[src/rtl/uart_tx.sv]
// 8N1 UART transmitter: LSB first, idle-high line, clocks-per-bit divisor latched per frame.
// Outputs are registered; once started, a frame always runs through its stop bit.
module uart_tx #(
    parameter int unsigned BAUD_W = 20,
    parameter int unsigned DATA_W = 8
) (
    input  logic              i_clk,
    input  logic              i_rst,
    input  logic              i_sel,
    input  logic              i_set,
    input  logic [DATA_W-1:0] i_din,
    input  logic [BAUD_W-1:0] i_baud,
    output logic              o_tx_en,
    output logic              o_tx_out
);

    localparam int unsigned IDX_W = $clog2(DATA_W);

    typedef enum logic [1:0] {
        StIdle,
        StStart,
        StData,
        StStop
    } state_t;

    state_t              r_state;
    logic [DATA_W-1:0]   r_shift;
    logic [BAUD_W-1:0]   r_baud;
    logic [BAUD_W-1:0]   r_cnt;
    logic [IDX_W-1:0]    r_bit;

    logic [BAUD_W-1:0]   w_baud_l;
    logic [BAUD_W-1:0]   w_reload;
    logic                w_start;
    logic                w_bit_done;
    logic                w_last_bit;
    logic [IDX_W-1:0]    w_next_bit;

    // A zero divisor would never let the down-counter expire cleanly, so it acts as 1.
    assign w_baud_l   = (i_baud == '0) ? BAUD_W'(1) : i_baud;
    assign w_reload   = r_baud - BAUD_W'(1);
    assign w_start    = i_sel & i_set;
    assign w_bit_done = (r_cnt == '0);
    assign w_last_bit = (r_bit == IDX_W'(DATA_W - 1));
    assign w_next_bit = r_bit + IDX_W'(1);

    always_ff @(posedge i_clk or posedge i_rst) begin
        if (i_rst) begin
            r_state  <= StIdle;
            r_shift  <= '0;
            r_baud   <= '0;
            r_cnt    <= '0;
            r_bit    <= '0;
            o_tx_en  <= 1'b0;
            o_tx_out <= 1'b1;
        end else begin
            unique case (r_state)
                StIdle: begin
                    o_tx_en  <= 1'b0;
                    o_tx_out <= 1'b1;
                    r_bit    <= '0;
                    if (w_start) begin
                        r_shift  <= i_din;
                        r_baud   <= w_baud_l;
                        r_cnt    <= w_baud_l - BAUD_W'(1);
                        r_state  <= StStart;
                        o_tx_en  <= 1'b1;
                        o_tx_out <= 1'b0;
                    end
                end
                StStart: begin
                    if (w_bit_done) begin
                        r_state  <= StData;
                        r_bit    <= '0;
                        r_cnt    <= w_reload;
                        o_tx_out <= r_shift[0];
                    end else begin
                        r_cnt <= r_cnt - BAUD_W'(1);
                    end
                end
                StData: begin
                    if (w_bit_done) begin
                        r_cnt <= w_reload;
                        if (w_last_bit) begin
                            r_state  <= StStop;
                            o_tx_out <= 1'b1;
                        end else begin
                            r_bit    <= w_next_bit;
                            o_tx_out <= r_shift[w_next_bit];
                        end
                    end else begin
                        r_cnt <= r_cnt - BAUD_W'(1);
                    end
                end
                StStop: begin
                    if (w_bit_done) begin
                        r_state  <= StIdle;
                        o_tx_en  <= 1'b0;
                        o_tx_out <= 1'b1;
                    end else begin
                        r_cnt <= r_cnt - BAUD_W'(1);
                    end
                end
                default: begin
                    r_state  <= StIdle;
                    o_tx_en  <= 1'b0;
                    o_tx_out <= 1'b1;
                end
            endcase
        end
    end

endmodule

[config.mk]
export PLATFORM = sky130hd
export DESIGN_NAME = uart_tx
export DESIGN_NICKNAME = d
export VERILOG_FILES = /design/src/rtl/uart_tx.sv
export SDC_FILE = /design/constraint.sdc
export NUM_CORES = 1
export LEC_CHECK = 0
export ABC_AREA = 1
export BUFFER_PORTS_ARGS = -buffer_cell sky130_fd_sc_hd__buf_2
export CAP_MARGIN = 20
export CORE_ASPECT_RATIO = 0.75
export CORE_UTILIZATION = 38
export DETAILED_ROUTE_END_ITERATION = 10
export PLACE_DENSITY = 0.53
export SLEW_MARGIN = 20
export SYNTH_ARGS = -nofsm -noshare
export SYNTH_HDL_FRONTEND = slang
export SYNTH_SLANG_ARGS = --single-unit
[constraint.sdc]
create_clock -name i_clk -period 2.7 [get_ports i_clk]
set_clock_uncertainty 0.1 [all_clocks]
set_input_delay 0.675 -clock i_clk [delete_from_list [all_inputs] [get_ports i_clk]]
set_output_delay 0.675 -clock i_clk [all_outputs]
set_load 0.05 [all_outputs]
==> impl_metrics.py <==
metrics = {
    "synth": {
        "yosysTopAreaCell": "dfrtp_1",
        "synth_common_cells": "nand2_1, nor2_1, inv_1, dfrtp_1, nand3_1",
        "ys_ff_latch": 55,
        "synth_cell_type_count": 36,
        "syn_inst": 677,
        "synth_top_area_share_pct": 30.8,
        "yosysWarnings": 0,
        "postSynth.asyncResetShare_pct": 100,
        "synth_area_leaders": "dfrtp_1, nand2_1, nor2_1",
        "synth-edff-count": 0,
        "syn_area_um2": 4390,
        "syn_nets": 718,
        "synth_area_per_cell_um2": 6.49,
        "synthFlopType": "dfrtp_1",
        "synth_most_common_cell": "nand2_1",
        "ys_seq_area_share_pct": 31.4,
    },
    "clock_tree": {
        "clk_pin_slew_ns": 0.08,
        "clock_latency_ns": 0.30,
        "numCtsBuffers": 5,
        "cts_root_buffer": "clkbuf_16",
        "postCtsSetupBuffers": 0,
        "htree_levels": 2,
        "clk_path_buf_depth": 2,
        "holdBufCountCts": 0,
        "tritoncts": "built",
        "clock-sinks": 55,
    },
    "routing": {
        "routed_wl_mm": 13.7,
        "vias": 4535,
        "wl_per_cell_um": 16.0,
        "antenna_left": 0,
        "vias_per_cell": 5.28,
        "drc_errors": 0,
        "drtPass1Iterations": 5,
        "initialDrtViolationCount": 336,
    },
    "cells_and_area": {
        "antenna_cells": 0,
        "drive_above_1_share_pct": 13.4,
        "area_growth_pct": 13.0,
        "final_core_util_pct": 44.7,
        "nNetsFinal": 759,
        "nFillCells": 1176,
    },
    "setup_path": {
        "crit_path_max_fanout": 3,
        "start_kind": "input port",
        "r2r_start": "r_cnt[0]",
        "required_ns": 2.79,
        "worstPathArrival_ns": 2.47,
        "end_kind": "flop",
        "critical_path_class": "in2reg",
        "cp-startpoint": "i_baud[7]",
    },
    "global_routing": {
        "grt_pass1_vias": 4342,
        "antenna_found_initial": 0,
        "overflow": 0,
        "grt_pass1_wl_mm": 22.6,
        "grt_usage_pct": 24.5,
        "grt_max_degree": 51,
    },
    "flow_run": {
        "max_cap_viol_count": 0,
    },
    "die": {
        "initial_core_util_pct": 39.6,
        "num_rows": 33,
        "die_y_um": 95.1,
        "io-pin-count": 34,
        "placeableCoreArea_um2": 11100,
        "die-width_um": 126,
        "dieArea_um2": 12000,
    },
    "sta": {
        "fmax_mhz": 420,
        "rsz0062_at_grt": "false",
        "finalHoldViolations": 0,
        "finalMaxSlewViolations": 0,
        "whs_ns": 0.361,
        "min_period_ns": 2.38,
        "setup_viol": 0,
        "worst_slew_pin_slew_ns": 0.766,
        "finalCritPeriodShare_pct": 88.2,
        "maxSlewHeadroom_pct": 48.9,
    },
    "placed_design": {
        "place_hpwl_mm": 10.7,
        "place_congestion": 0.902,
        "port_buffers": 33,
    },
    "power": {
        "cellPowerDensity_nw_per_um2": 1110,
        "vdd_drop_max_v": 0.000984,
        "leakage_nw": 2.46,
    },
    "outcome": {
        "status": "finished, final reports clean",
    },
    "worst_hold_path": {
        "hold_path.class": "in2async",
    },
}
==> flip-flops by register name, summed over array words and instances, names as in the netlist <==
signal / count
r_baud: 20
r_bit: 3
r_state: 2
r_shift: 8
o_tx_out: 1
r_cnt: 20
o_tx_en: 1
==> what timing repair did <==
item,4_1_cts,5_1_grt
endpoints found under the hold margin,0,0
resized for setup,0,3
endpoints found under the setup margin,0,1
==> worst paths after layout <==
path	end	slack [ns]	depth (start not counted)
setup / recovery	r_cnt[18]	0.32	17
max in group asynchronous	o_tx_out	1.47	3
hold reg to reg	o_tx_out	0.39	2
hold / removal	r_cnt[1]	0.36	2
min in group i_clk	o_tx_out	0.39	2
setup reg to reg	r_cnt[0]	0.36	11
==> placed cells by master (no fill, tap or decap), types with 2 or more instances in the layout <==
cell type,synthesis,layout
a21oi_1,30,30
and2_1,3,3
buf_12,1,2
buf_2,4,33
buf_4,3,20
clkbuf_16,0,5
dfrtp_1,54,54
ha_1,9,9
inv_1,64,63
inv_2,1,2
inv_6,0,2
mux2_2,7,7
nand2_1,212,212
nand2_2,3,3
nand3_1,53,53
nand3b_1,4,4
nand4_1,10,10
nor2_1,101,98
nor2_2,4,7
nor2_4,2,2
nor3_1,6,6
o211ai_1,3,3
o211ai_2,2,2
o21ai_0,33,33
o21ai_1,12,12
o21ai_2,4,4
or2_2,2,2
xnor2_1,7,7
xor2_1,24,24
==> per-stage QoR <==
step                cells  setup WS (ns)  cell area (um^2)  power, mW  TNS [ns]
floorplan             677          0.314              4390       3.90         0
global placement      851         0.0387              4800       4.71         0
detailed placement    851        -0.0974              4800       4.76    -0.146
CTS                   859          0.217              4960       5.49         0
global route          859         0.0272              4960       6.04         0
finish                859          0.318              4960       5.50         0
==> critical path: stages <==
cell,delay (ns)
buf_2,0.12
nor2_1,0.20
nand3_1,0.09
nor2_1,0.09
nand3_1,0.09
nand2_1,0.10
inv_1,0.07
ha_1,0.19
nand2_1,0.13
nor2_2,0.06
nand2_1,0.12
nor2_2,0.07
nand3_1,0.08
xor2_1,0.17
nand2_1,0.07
nand3_1,0.08
nand2_1,0.06
==> layout make-up <==
type / count / area [um^2] / share of cell area [%]
multi-input combinational: 536 / 2650 / 53.4
sequential: 55 / 1380 / 27.8
timing repair buffer: 55 / 355 / 7.16
inverter: 65 / 244 / 4.92
tap: 140 / 175 / 3.53
clock buffer: 5 / 125 / 2.52
clock inverter: 3 / 33.8 / 0.681
==> layer usage <==
metal / part of all wire [%] / wire, um / vias up / GRT usage [%]
met3: 6.2 / 849 / 13 / 3.76
met1: 48 / 6650 / 2115 / 33.3
met2: 44 / 6000 / 163 / 40.9
li1: - / - / 2244 / -
met5: 0 / 0 / - / 0
met4: 1.5 / 205 / 0 / 6.22
==> power by group <==
part | total, mW | switching (mW) | internal (mW) | leakage [nW]
clock | 0.716 | 0.356 | 0.360 | 0.0776
combinational | 3.09 | 1.99 | 1.10 | 1.71
sequential | 1.69 | 0.475 | 1.22 | 0.673
total | 5.50 | 2.82 | 2.68 | 2.46
==> cells by family (layout without fill, tap and decap cells) <==
family / after synthesis / in the layout / synth area share, %
and+or+nand+nor: 402 / 402 / 38.4
AOI/OAI and AO/OA: 87 / 87 / 11.3
buffers and inverters: 86 / 128 / 8.43
DFF: 55 / 55 / 31.4
xor gates and xnor gates: 31 / 31 / 6.18
adders and majority gates: 9 / 9 / 2.56
muxes: 7 / 7 / 1.79
Note: power is estimated with default switching activity, not from simulation.
